File: src/rtl/tick_sched_pkg.sv
// Shared types and defaults for the tick scheduler.
// Contents: command and channel-state enums, default parameter values and a
// channel-index width helper used by the top level and by tick_channel.
package tick_sched_pkg;

  localparam int unsigned DEF_NUM_CH   = 4;
  localparam int unsigned DEF_PRESCALE = 50;
  localparam int unsigned DEF_PERIOD_W = 24;
  localparam int unsigned CMD_W        = 2;

  typedef enum logic [CMD_W-1:0] {
    CMD_STOP       = 2'b00,
    CMD_START_PER  = 2'b01,
    CMD_START_ONE  = 2'b10,
    CMD_SET_PERIOD = 2'b11
  } cmd_e;

  typedef enum logic {
    CH_IDLE = 1'b0,
    CH_RUN  = 1'b1
  } ch_state_e;

  // Width of a channel index; a single channel still gets a 1-bit select.
  function automatic int unsigned ch_idx_w(input int unsigned n);
    return (n > 1) ? $clog2(n) : 1;
  endfunction

endpackage

File: src/rtl/tick_channel.sv
// One scheduled channel: period register, countdown, IDLE/RUN FSM and
// (with TICK_SCHED_TOGGLE_EN defined) a square-wave toggle flop.
// Ports:
//   clk50, rst_n   clock, asynchronous active-low reset
//   cmd_valid_i    an accepted command addresses this channel this cycle
//   cmd_i          decoded command
//   period_i       period operand for CMD_SET_PERIOD
//   base_tick_i    shared base-tick pulse from the prescaler
//   tick_o         registered one-cycle expiry pulse
//   busy_o         registered, high while in RUN
//   toggle_o       registered square wave (TICK_SCHED_TOGGLE_EN only)
module tick_channel
  import tick_sched_pkg::*;
#(
  parameter int unsigned PERIOD_W = DEF_PERIOD_W
) (
  input  logic                clk50,
  input  logic                rst_n,
  input  logic                cmd_valid_i,
  input  cmd_e                cmd_i,
  input  logic [PERIOD_W-1:0] period_i,
  input  logic                base_tick_i,
  output logic                tick_o,
`ifdef TICK_SCHED_TOGGLE_EN
  output logic                busy_o,
  output logic                toggle_o
`else
  output logic                busy_o
`endif
);

  ch_state_e           state_q, state_d;
  logic [PERIOD_W-1:0] cnt_q, cnt_d;
  logic [PERIOD_W-1:0] period_q, period_d;
  logic                oneshot_q, oneshot_d;
  logic                expire_c;
  logic                tick_q, tick_d;
  logic                busy_q, busy_d;
`ifdef TICK_SCHED_TOGGLE_EN
  logic                toggle_q, toggle_d;
`endif

  // State, datapath and output registers.
  always_ff @(posedge clk50 or negedge rst_n) begin
    if (!rst_n) begin
      state_q   <= CH_IDLE;
      cnt_q     <= '0;
      period_q  <= '0;
      oneshot_q <= 1'b0;
      tick_q    <= 1'b0;
      busy_q    <= 1'b0;
`ifdef TICK_SCHED_TOGGLE_EN
      toggle_q  <= 1'b0;
`endif
    end else begin
      state_q   <= state_d;
      cnt_q     <= cnt_d;
      period_q  <= period_d;
      oneshot_q <= oneshot_d;
      tick_q    <= tick_d;
      busy_q    <= busy_d;
`ifdef TICK_SCHED_TOGGLE_EN
      toggle_q  <= toggle_d;
`endif
    end
  end

  // Next state. A command to this channel takes priority over the base tick,
  // so a base tick coinciding with any command is neither counted nor fired.
  always_comb begin
    state_d   = state_q;
    cnt_d     = cnt_q;
    period_d  = period_q;
    oneshot_d = oneshot_q;
    expire_c  = 1'b0;

    if (cmd_valid_i) begin
      unique case (cmd_i)
        CMD_STOP: begin
          state_d = CH_IDLE;
        end
        CMD_START_PER, CMD_START_ONE: begin
          if (period_q != '0) begin
            state_d   = CH_RUN;
            cnt_d     = period_q;
            oneshot_d = (cmd_i == CMD_START_ONE);
          end else begin
            // A zero period cannot be counted; the channel parks in IDLE.
            state_d = CH_IDLE;
          end
        end
        CMD_SET_PERIOD: begin
          period_d = period_i;
        end
        default: ;
      endcase
    end else if ((state_q == CH_RUN) && base_tick_i) begin
      if (cnt_q > PERIOD_W'(1)) begin
        cnt_d = cnt_q - PERIOD_W'(1);
      end else begin
        expire_c = 1'b1;
        // Reload uses the latest period; a zero period ends the run here.
        if (!oneshot_q && (period_q != '0)) begin
          cnt_d = period_q;
        end else begin
          state_d = CH_IDLE;
          cnt_d   = '0;
        end
      end
    end
  end

  // Output next values; busy tracks the state register edge-for-edge.
  always_comb begin
    tick_d   = expire_c;
    busy_d   = (state_d == CH_RUN);
`ifdef TICK_SCHED_TOGGLE_EN
    toggle_d = toggle_q ^ expire_c;
`endif
  end

  assign tick_o   = tick_q;
  assign busy_o   = busy_q;
`ifdef TICK_SCHED_TOGGLE_EN
  assign toggle_o = toggle_q;
`endif

endmodule

File: src/rtl/tick_scheduler.sv
// Shared timebase: a free-running prescaler produces base_tick every PRESCALE
// clk50 cycles; NUM_CH independent channels count base ticks and pulse ch_tick.
// Optional feature macro: TICK_SCHED_TOGGLE_EN adds the ch_toggle port.
// Ports:
//   clk50, rst_n  clock, asynchronous active-low reset
//   cfg_valid     command valid
//   cfg_ready     command ready (registered, 1 from the first edge after reset)
//   cfg_ch        target channel; values >= NUM_CH are accepted and dropped
//   cfg_cmd       00 STOP, 01 START_PERIODIC, 10 START_ONESHOT, 11 SET_PERIOD
//   cfg_period    period operand for SET_PERIOD
//   base_tick     one-cycle pulse every PRESCALE cycles
//   ch_tick       per-channel one-cycle expiry pulse
//   ch_busy       per-channel RUN indicator
//   ch_toggle     per-channel square wave (TICK_SCHED_TOGGLE_EN only)
module tick_scheduler
  import tick_sched_pkg::*;
#(
  parameter int unsigned NUM_CH   = DEF_NUM_CH,
  parameter int unsigned PRESCALE = DEF_PRESCALE,
  parameter int unsigned PERIOD_W = DEF_PERIOD_W
) (
  input  logic                                         clk50,
  input  logic                                         rst_n,
  input  logic                                         cfg_valid,
  output logic                                         cfg_ready,
  input  logic [((NUM_CH > 1) ? $clog2(NUM_CH) : 1)-1:0] cfg_ch,
  input  logic [CMD_W-1:0]                             cfg_cmd,
  input  logic [PERIOD_W-1:0]                          cfg_period,
  output logic                                         base_tick,
  output logic [NUM_CH-1:0]                            ch_tick,
`ifdef TICK_SCHED_TOGGLE_EN
  output logic [NUM_CH-1:0]                            ch_busy,
  output logic [NUM_CH-1:0]                            ch_toggle
`else
  output logic [NUM_CH-1:0]                            ch_busy
`endif
);

  localparam int unsigned CH_W   = ch_idx_w(NUM_CH);
  localparam int unsigned PCNT_W = $clog2(PRESCALE);

  logic              cfg_ready_q;
  logic [PCNT_W-1:0] pcnt_q, pcnt_d;
  logic              base_tick_q, base_tick_d;
  logic              cmd_accept_c;
  cmd_e              cmd_c;
  logic [NUM_CH-1:0] ch_sel_c;

  // Ready rises on the first edge after reset and stays high.
  always_ff @(posedge clk50 or negedge rst_n) begin
    if (!rst_n) begin
      cfg_ready_q <= 1'b0;
    end else begin
      cfg_ready_q <= 1'b1;
    end
  end

  // Free-running prescaler; commands never disturb it.
  always_comb begin
    pcnt_d      = pcnt_q + PCNT_W'(1);
    base_tick_d = 1'b0;
    if (pcnt_q == PCNT_W'(PRESCALE - 1)) begin
      pcnt_d      = '0;
      base_tick_d = 1'b1;
    end
  end

  always_ff @(posedge clk50 or negedge rst_n) begin
    if (!rst_n) begin
      pcnt_q      <= '0;
      base_tick_q <= 1'b0;
    end else begin
      pcnt_q      <= pcnt_d;
      base_tick_q <= base_tick_d;
    end
  end

  // Command decode: one-hot channel select; out-of-range indices match nothing.
  assign cmd_accept_c = cfg_valid && cfg_ready_q;
  assign cmd_c        = cmd_e'(cfg_cmd);

  for (genvar i = 0; i < int'(NUM_CH); i++) begin : g_ch
    assign ch_sel_c[i] = cmd_accept_c && (cfg_ch == CH_W'(i));

    tick_channel #(
      .PERIOD_W (PERIOD_W)
    ) u_ch (
      .clk50       (clk50),
      .rst_n       (rst_n),
      .cmd_valid_i (ch_sel_c[i]),
      .cmd_i       (cmd_c),
      .period_i    (cfg_period),
      .base_tick_i (base_tick_q),
      .tick_o      (ch_tick[i]),
`ifdef TICK_SCHED_TOGGLE_EN
      .busy_o      (ch_busy[i]),
      .toggle_o    (ch_toggle[i])
`else
      .busy_o      (ch_busy[i])
`endif
    );
  end

  assign cfg_ready = cfg_ready_q;
  assign base_tick = base_tick_q;

endmodule

File: config.mk
export PLATFORM = sky130hd
export DESIGN_NAME = tick_scheduler
export DESIGN_NICKNAME = d
export VERILOG_FILES = /design/src/rtl/tick_sched_pkg.sv /design/src/rtl/tick_channel.sv /design/src/rtl/tick_scheduler.sv
export SDC_FILE = /design/constraint.sdc
export NUM_CORES = 1
export LEC_CHECK = 0
export CAP_MARGIN = 20
export CORE_UTILIZATION = 30
export CTS_CLUSTER_DIAMETER = 100
export DETAILED_ROUTE_END_ITERATION = 16
export SLEW_MARGIN = 20
export SYNTH_ARGS = -nofsm -noshare
export SYNTH_HDL_FRONTEND = slang
export SYNTH_SLANG_ARGS = --single-unit
File: constraint.sdc
create_clock -name clk50 -period 4.1 [get_ports clk50]
set_clock_uncertainty 0.1 [all_clocks]
set_input_delay 0.41 -clock clk50 [delete_from_list [all_inputs] [get_ports clk50]]
set_output_delay 0.41 -clock clk50 [all_outputs]
set_load 0.01 [all_outputs]
==> results of run 1 <==
==> synthesized netlist by cell type (all sizes together), types with 4 or more instances <==
master	n
nor3	74
a21o	12
nand3	37
and3	12
o221ai	8
mux2	100
a22oi	9
a32oi	11
nand4	15
o311ai	18
a211oi	7
buf	22
inv	22
nand2	106
ha	14
or2	4
clkbuf	36
o211ai	18
nor3b	9
or4	12
dfrtp	212
o31ai	5
o21ai	85
nor2	75
o22ai	6
or3	15
a31oi	8
a221o	18
a21oi	38
nor4	44
==> power breakdown <==
part | internal, mW | switching, mW
combinational | 0.628 | 0.771
clock | 1.37 | 0.873
sequential | 2.52 | 0.436
==> area by class of cell <==
cell class | count | area, um2 | area share, %
inverters | 22 | 82.58 | 0.6489
repair buffers | 72 | 648.1 | 5.093
clock buffers | 32 | 659.4 | 5.181
multi-input cells | 808 | 5310 | 41.73
clock inverters | 8 | 143.9 | 1.131
well taps | 461 | 576.8 | 4.532
flip-flops and latches | 212 | 5305 | 41.69
==> cell families after synthesis <==
kind of cell / count (synthesis)
adder cells (fa/ha/maj): 14
other: 1
flip-flops: 212
multiplexers: 100
AND/OR/NAND/NOR: 421
XOR/XNOR: 3
AO/OA/AOI/OAI: 269
buffers and inverters: 80
==> layout by cell type (no fill, tap or decap), types with 23 or more instances in the layout <==
cell	synthesis	routed
a21oi_1	38	38
nor2_1	75	75
dfrtp_1	212	212
nand3_1	37	37
mux2_2	100	100
nor3_1	73	72
nor4_1	44	43
buf_4	10	31
clkdlybuf4s50_1	0	39
o21ai_0	84	83
clkbuf_16	0	23
nand2_1	106	106
==> metal layers <==
metal,GRT usage (%),routed length (um),up-vias
li1,-,-,4253
met1,25.28,15160,4605
met2,26.55,14150,302
met3,3.312,2136,45
met4,4.357,682,0
met5,0,0,-
==> registers in the layout (all words and copies together), names as in the netlist <==
signal / flops
base_tick: 1
cfg_ready: 1
g_ch.u_ch.cnt_q: 96
g_ch.u_ch.oneshot_q: 4
g_ch.u_ch.period_q: 96
g_ch.u_ch.state_q: 4
g_ch.u_ch.tick_o: 4
pcnt_q: 6
==> worst max-delay path: stages (launching register included) <==
cell and delay (ns):
dfrtp_1 0.40, or4_1 0.58, or4_4 0.54, or4_1 0.74
o31ai_4 0.53, buf_4 0.29, a32oi_1 0.08, o31ai_1 0.07
==> what timing repair did <==
| item | 4_1_cts | 5_1_grt |
|---|---|---|
| hold buffers | 1 | 0 |
| endpoints found under the hold margin | 111 | 0 |
| buffers inserted | 0 | 0 |
==> worst max-delay path by stage <==
stage	startpoint	end	slack, ns	cells after the start
after floorplan	g_ch[3].u_ch.cnt_q[14]	g_ch[3].u_ch.cnt_q[6]	1.20	8
after global placement	g_ch[3].u_ch.cnt_q[14]	g_ch[3].u_ch.cnt_q[14]	0.76	7
after detailed placement	g_ch[3].u_ch.cnt_q[14]	g_ch[3].u_ch.cnt_q[14]	0.66	7
after CTS	g_ch[3].u_ch.cnt_q[14]	g_ch[3].u_ch.cnt_q[17]	0.63	7
after global routing	g_ch[3].u_ch.cnt_q[14]	g_ch[3].u_ch.cnt_q[17]	0.47	7
final	g_ch[3].u_ch.cnt_q[15]	g_ch[3].u_ch.cnt_q[17]	0.64	7
==> stage by stage <==
stage,util [%],hold WS (ns)
final,35.61,0.3789
after global routing,35.61,0.3969
after CTS,35.61,0.3790
after detailed placement,33.33,0.3681
after global placement,33.33,0.3588
after floorplan,-,0.01441
==> impl_results.md, run 1 <==
* Outcome: complete, no violations
* Fin worst setup slack at approximately 0.64 ns
* Data arrival, critical path at between 3 and 4 ns
* Hold depth at 1
* XOR/XNOR Fraction of Synth Area at less than 1%
* Largest net degree at the start of global routing at 116
* Antenna cells at 0
* Max Slew Vio Count at 0
* Minimum clock period at ~3.5 ns
* Via density at approximately 5.7
* Kind of critical path: flip-flop to flip-flop
* CTS tree: built
* Reg2reg path depth at 7
* Total Power at 6.593 mW
* Antenna violations before repair at 4
* Post-route ant nets at 0
* Worst-Margin Slew at around 1.0 ns
* Post-synthesis mux area share at 10.27%
* Fill count at ~3600
* Cell Pwr Density at approximately 520 nW/um2
* CTS Buf Count at 23
* DRC violation total after the first TritonRoute iteration at slightly below 800
* Synth Instances at 1100
* Total Routed Length at between 30000 and 40000 um
* Total leakage power at between 5 and 6 nW
* Die width at 193.2 um
* Post-synthesis adder-cell area fraction at under 10%
* End of the worst hold path: pcnt_q[5]
* Congestion Overflow GR at 0
* Post-synth ARST share at 100.0%
* Overall Global Routing Usage at between 10% and 20%
* CTS sink cnt at around 210
* Vias after detailed routing at ~9200
* Worst slack, placed at between 0.6 and 0.7 ns
* Synth Cell Area at ~11000 um2
* Vias in the first global route at around 9000
* Fin nets at 1184
* Area contributors post-synth: dfrtp_1 (48%), mux2_2 (10%), o21ai_0 (3.8%)
* R2r startpoint: g_ch[3].u_ch.cnt_q[15]
* Routed WL per cell at ~20 um
* Synth top area share at between 40% and 50%
* Max VDD drop at 0.3755 mV
* Post-route cell area at between 10000 and 15000 um2
* Post-DP Area at between 10000 and 15000 um2
* Global placement routability congestion at about 0.84
* DR pass1 iterations at 11
* Fmax at ~290 MHz
* Root Buffer: clkbuf_16
* Reg2Reg Setup Slack at around 0.64 ns
* Setup_tns at 0 ns
* Initial core utilization at 30.68%
* Layout cell share with drive strength beyond 1 at approximately 16%
* Deepest clock path buffer count at 3
* Worst-Skew Late Latency at about 0.53 ns
* DRC Markers at 0
* CP required at 4.42 ns
* Final Hold Vio Count at 0
* Die area at around 37000 um2
* Slew margin rel. at between 30% and 40%
* Largest family of logic cells by synthesized area: simple AND/OR/NAND/NOR gates
* Post-synthesis compound-gate area fraction at between 10% and 20%
* #FFs+latches synth at 212
* I/O Pins at between 40 and 50
* RSZ-0062 raised after global routing: no
* First-pass GRT wire length at 50960 um
* Yosys warnings at 0
* # rows at 69
* Highest fanout seen on the critical path at 13
* HP Start: pcnt_q[5]
* DP Cell Count at around 1600
* Post-synthesis average cell area at 9.969 um2
* Post-synthesis sequential area ratio at 48.38%
* Die H at roughly 190 um
* Leading area contributor after synthesis: dfrtp_1
* Max_cap viols at 0
* Startpoint types: flip-flop
* Top_reg_cell synth: dfrtp_1
* Count of cell types in the netlist at about 70
* Reg2reg end: g_ch[3].u_ch.cnt_q[17]
* Simple-Gate Fraction of Synth Area at 19.31%
* Post-CTS Resized at 0
* Syn nets at about 1100
* Critical Path End Type: flip-flop
* H-tree depth at 1
* Area grow syn2layout at 16.05%
* EDFF count, synth at 0
* Tcrit/Tclk final at a little over four fifths
* Number of I/O port buffers at 40
* Final non-filler cell total at 1615
* Final Setup Violations at 0
* CORE AREA at approximately 36000 um2
* Clock-pin slew on the worst setup and hold paths at 0.07 ns
* Hpwl dp at 22370 um
* Worst hold-check path type: flip-flop to flip-flop
Note: power is estimated with default switching activity, not from simulation.
==> run 2, diff against run 1 <==
- clock period: 4.1 -> 3.07 ns (I/O delays scaled with it)
==> impl_results.md, run 2 (same netlist as run 1, synthesis figures left out) <==
* Outcome: complete, no violations
* Highest fanout seen on the critical path at 5 (-8)
* Vias in the first global route at 9169 (+3.3%)
* Reg2reg end: g_ch[3].u_ch.cnt_q[20]
* Vias after detailed routing at 9478 (+3.0%)
* Minimum clock period at 2.978 ns (-0.4776 ns)
* Layout cell share with drive strength beyond 1 at 19.93% (+3.5 points)
* Total Routed Length at 32880 um (+2.4%)
* # rows at 69 (unchanged)
* Data arrival, critical path at 3.28 ns (-0.50 ns)
* Fill count at 3594 (-0.66%)
* I/O Pins at 41 (unchanged)
* Final Hold Vio Count at 0 (unchanged)
* H-tree depth at 1 (unchanged)
* Post-route ant nets at 0 (unchanged)
* Global placement routability congestion at 0.8992 (+7.1%)
* Routed WL per cell at 19.81 um (-0.42%)
* Antenna violations before repair at 5 (+1)
* Overall Global Routing Usage at 17.83% (+0.39 points)
* Leading cell type in the layout, fill and taps excluded: dfrtp_1
* CORE AREA at 35740 um2 (unchanged)
* Worst-Margin Slew at 0.7312 ns (-0.2845 ns)
* Max_cap viols at 0 (unchanged)
* Reg2reg path depth at 6 (-1)
* DR pass1 iterations at 7 (-4)
* DRC violation total after the first TritonRoute iteration at 848 (+6.8%)
* R2r startpoint: g_ch[3].u_ch.cnt_q[14]
* Post-route cell area at 13140 um2 (+3.2%)
* DRC Markers at 0 (unchanged)
* Initial core utilization at 30.68% (unchanged)
* Worst Setup EP: g_ch[3].u_ch.cnt_q[20]
* Critical Path Start: g_ch[3].u_ch.cnt_q[14]
* Via density at 5.710 (+0.17%)
* Largest regs: g_ch.u_ch.cnt_q x96, g_ch.u_ch.period_q x96, pcnt_q x6
* DP Cell Count at 1621 (+3.0%)
* Critical Path End Type: flip-flop
* Root Buffer: clkbuf_16
* Clock-pin slew on the worst setup and hold paths at 0.06 ns (about the same)
* CTS tree: built
* Deepest clock path buffer count at 3 (unchanged)
* Final Setup Violations at 0 (unchanged)
* Slowest stage cell, crit path: or4_1
* Reg2Reg Setup Slack at 0.09 ns (-0.55 ns)
* Die width at 193.2 um (unchanged)
* Final non-filler cell total at 1660 (+2.8%)
* Fmax at 335.8 MHz (+16%)
* Post-DP Area at 12300 um2 (+3.3%)
* Number of I/O port buffers at 40 (unchanged)
* Antenna cells at 0 (unchanged)
* Startpoint types: flip-flop
* RSZ-0062 raised after global routing: no
* Worst-path cell chain: or4_1 -> or4_4 -> or4_4 -> buf_4 -> a31o_2 -> a221o_1
* Cell Pwr Density at 679.7 nW/um2 (+31%)
* Most common cell on crit path: or4_4
* Kind of critical path: flip-flop to flip-flop
* Congestion Overflow GR at 0 (unchanged)
* Fin nets at 1232 (+4.1%)
* Max Slew Vio Count at 0 (unchanged)
* Most frequent cells in the layout: dfrtp_1 (212), nand2_1 (104), mux2_2 (100), o21ai_0 (83)
* Max VDD drop at 0.3029 mV (-19%)
* Hpwl dp at 23530 um (+5.2%)
* Tcrit/Tclk final at 97.01% (+13 points)
* Slowest stage delay, CP at 0.59 ns (-0.15 ns)
* First-pass GRT wire length at 52360 um (+2.7%)
* Largest net degree at the start of global routing at 85 (-27%)
* CTS Buf Count at 24 (+4.3%)
* Worst-Skew Late Latency at 0.52 ns (about the same)
* Die area at 37320 um2 (unchanged)
* CTS sink cnt at 212 (unchanged)
* Die H at 193.2 um (unchanged)
* Area grow syn2layout at 19.80%
* Slew margin rel. at 51.07% (+19 points)
* Total leakage power at 5.587 nW (+4.6%)
* Worst hold-check path type: primary input to async pin
* CP required at 3.37 ns (-1.05 ns)
[run 2: changes by cell type in the layout (fill, tap and decap cells not counted), moves of 2 or more]
cell and change:
clkinv_2 -2, nand2_2 +2, clkbuf_16 +2, buf_12 +3, nand2_1 -2, buf_4 +44
[run 2: per-layer routing]
layer  GRT usage, %  up-vias  share of wire, %
met4          3.365        0               1.5
met2          27.23      309                44
met1          26.43     4760                48
met5              0        -                 0
met3          2.986       42               6.3
li1               -     4367                 -
[run 2: cell type report]
type                    instances  area [um2]  share of cell area [%]
inverters                      22       82.58                  0.6286
clock inverters                 4       95.09                  0.7239
flip-flops and latches        212        5305                   40.38
well taps                     461       576.8                   4.391
repair buffers                119        1039                   7.906
multi-input cells             808        5319                   40.49
clock buffers                  34       719.4                   5.477
[run 2: report_power, final]
group          internal, mW  switching [mW]
Clock                  1.86            1.13
Combinational         0.929            1.08
Sequential             3.36           0.573
Total                  6.15            2.78
[run 2: worst min path at each step]
| stage | from | end | slack (ns) | cells after the start |
|---|---|---|---|---|
| after floorplan | rst_n | base_tick | -0.09 | 0 |
| after global placement | rst_n | g_ch[3].u_ch.cnt_q[15] | 0.26 | 1 |
| after detailed placement | rst_n | g_ch[3].u_ch.cnt_q[15] | 0.27 | 1 |
| after CTS | rst_n | g_ch[3].u_ch.cnt_q[15] | 0.31 | 2 |
| after global routing | rst_n | g_ch[3].u_ch.tick_o | 0.36 | 2 |
| final | rst_n | g_ch[3].u_ch.tick_o | 0.27 | 2 |
[run 2: critical path: cells and delay by family (launching register included)]
kind                   cells  cell delay (ns)
and+or+nand+nor            3             1.70
AOI/OAI and AO/OA          2             0.48
DFF                        1             0.38
buffers and inverters      1             0.19
[run 2: stage by stage]
step           setup slack, ns  setup TNS, ns  hold slack, ns  power, mW  utilization (%)
2_1_floorplan           0.1730              0        -0.08859      5.136                -
3_3_place_gp           0.02163              0          0.2590      5.905            34.42
3_5_place_dp          -0.02114       -0.02848          0.2690      5.953            34.42
4_1_cts                0.09796              0          0.3150      8.980            36.75
5_1_grt                0.02203              0          0.3553      9.426            36.75
6_report               0.09178              0          0.2745      8.929            36.75
[run 2: timing repair]
item	4_1_cts	5_1_grt
hold buffers	1	0
hold endpoints to repair	80	0
endpoints found under the setup margin	5	0
setup buffers	0	0
gates resized for setup	3	0
==> run 3, diff against run 2 <==
- PLACE_DENSITY: not set -> 0.57
==> impl_results.md, run 3 (same netlist as run 1, synthesis figures left out) <==
* Outcome: complete, no violations
* Minimum clock period at 2.947 ns (-0.03079 ns)
* Worst-Skew Late Latency at 0.52 ns (about the same)
* Post-route ant nets at 0 (unchanged)
* DRC violation total after the first TritonRoute iteration at 771 (-9.1%)
* CTS sink cnt at 212 (unchanged)
* Antenna violations before repair at 1 (-4)
* Overall Global Routing Usage at 17.73% (-0.10 points)
* Die area at 37320 um2 (unchanged)
* Fin nets at 1232 (unchanged)
* Area grow syn2layout at 18.78%
* H-tree depth at 1 (unchanged)
* Worst hold-check path type: primary input to async pin
* Routed WL per cell at 19.58 um (-1.2%)
* Tcrit/Tclk final at 96.01% (-1.0 points)
* Post-route cell area at 13030 um2 (-0.85%)
* Max_cap viols at 0 (unchanged)
* First-pass GRT wire length at 51780 um (-1.1%)
* Leading cell type in the layout, fill and taps excluded: dfrtp_1
* R2r startpoint: g_ch[3].u_ch.cnt_q[15]
* Die width at 193.2 um (unchanged)
* Reg2Reg Setup Slack at 0.12 ns (+0.03 ns)
* Reg2reg path depth at 7 (+1)
* DR pass1 iterations at 7 (unchanged)
* Antenna cells at 0 (unchanged)
* Via density at 5.589 (-2.1%)
* Clock-pin slew on the worst setup and hold paths at 0.06 ns (about the same)
* Initial core utilization at 30.68% (unchanged)
* Final Setup Violations at 0 (unchanged)
* CTS tree: built
* # rows at 69 (unchanged)
* I/O Pins at 41 (unchanged)
* Die H at 193.2 um (unchanged)
* Final Hold Vio Count at 0 (unchanged)
* Global placement routability congestion at 0.8956 (-0.40%)
* Root Buffer: clkbuf_16
* Highest fanout seen on the critical path at 10 (+5)
* Most frequent cells in the layout: dfrtp_1 (212), nand2_1 (104), mux2_2 (100), o21ai_0 (83), buf_4 (78)
* Data arrival, critical path at 3.24 ns (-0.04 ns)
* Hold_ws at 0.2984 ns (+0.02388 ns)
* Kind of critical path: flip-flop to flip-flop
* Number of I/O port buffers at 40 (unchanged)
* Max VDD drop at 0.3703 mV (+22%)
* Total Routed Length at 32560 um (-0.98%)
* Worst Setup EP: g_ch[3].u_ch.cnt_q[6]
* Reg2reg end: g_ch[3].u_ch.cnt_q[6]
* Cell Pwr Density at 664.1 nW/um2 (-2.3%)
* DRC Markers at 0 (unchanged)
* CP required at 3.36 ns (about the same)
* Layout cell share with drive strength beyond 1 at 19.97% (+0.033 points)
* CTS Buf Count at 23 (-4.2%)
* Vias after detailed routing at 9294 (-1.9%)
* Startpoint types: flip-flop
* Slew margin rel. at 53.04% (+2.0 points)
* Critical Path Start: g_ch[3].u_ch.cnt_q[15]
* Largest net degree at the start of global routing at 89 (+4.7%)
* Total Power at 8.649 mW (-3.1%)
* RSZ-0062 raised after global routing: no
* Congestion Overflow GR at 0 (unchanged)
* Max Slew Vio Count at 0 (unchanged)
* Vias in the first global route at 9012 (-1.7%)
* Fill count at 3605 (+0.31%)
* Deepest clock path buffer count at 3 (unchanged)
* Critical Path End Type: flip-flop
* Largest regs: g_ch.u_ch.cnt_q x96, g_ch.u_ch.period_q x96, pcnt_q x6
* CORE AREA at 35740 um2 (unchanged)
* Worst-Margin Slew at 0.7043 ns (-0.02690 ns)
* Fmax at 339.3 MHz (+1.0%)
* Total leakage power at 5.534 nW (-0.96%)
* Hpwl dp at 23320 um (-0.91%)
* Post-DP Area at 12290 um2 (-0.14%)
==> run 3: what timing repair did <==
action                                 in CTS  in global routing
endpoints found under the hold margin      84                  0
hold buffers                                1                  0
gates cloned                                0                  0
buffers inserted                            0                  0
setup endpoints to repair                   4                 18
resized for setup                           1                  2
==> run 3: how the worst min path moves through the flow <==
stage	end	depth (start not counted)
2_1_floorplan	base_tick	0
5_1_grt	g_ch[3].u_ch.cnt_q[14]	2
3_5_place_dp	g_ch[3].u_ch.cnt_q[14]	1
6_report	g_ch[3].u_ch.cnt_q[14]	2
3_3_place_gp	g_ch[3].u_ch.tick_o	1
4_1_cts	g_ch[3].u_ch.cnt_q[14]	2
==> run 3: area by class of cell <==
| class | instances | area (um2) | area share [%] |
|---|---|---|---|
| Clock inverter | 5 | 30.03 | 0.2305 |
| Sequential cell | 212 | 5305 | 40.73 |
| Timing Repair Buffer | 120 | 1021 | 7.839 |
| Clock buffer | 35 | 690.7 | 5.303 |
| Tap cell | 461 | 576.8 | 4.428 |
| Multi-Input combinational cell | 808 | 5319 | 40.84 |
| Inverter | 22 | 82.58 | 0.6340 |
==> run 3: report_power, final <==
part / total (mW) / internal (mW) / switching, mW
Sequential: 3.94 / 3.36 / 0.578
Combinational: 2.01 / 0.944 / 1.07
Clock: 2.70 / 1.54 / 1.16
==> run 3: routing by layer <==
layer / global-route usage, % / up-vias / part of all wire [%]
li1: - / 4349 / -
met1: 26.56 / 4623 / 50
met2: 26.22 / 269 / 42
met3: 2.896 / 53 / 5.4
met4: 4.597 / 0 / 2.3
met5: 0 / - / 0
==> run 3: worst max-delay path, stage by stage, from the launching register on <==
cell and delay, ns:
dfrtp_1 0.40, or4_1 0.57, or4_4 0.52, or4_4 0.59
o31ai_4 0.28, buf_4 0.22, nand2_1 0.06, o311ai_0 0.09
==> run 3: stage by stage <==
step	setup TNS (ns)	util, %	worst slack [ns]	cells
global route	0	36.44	0.02809	1663
finish	0	36.44	0.1226	1663
CTS	0	36.42	0.0009088	1663
floorplan	0	-	0.1730	1100
global placement	-0.01280	34.37	-0.01280	1622
detailed placement	0	34.37	0.0005811	1622
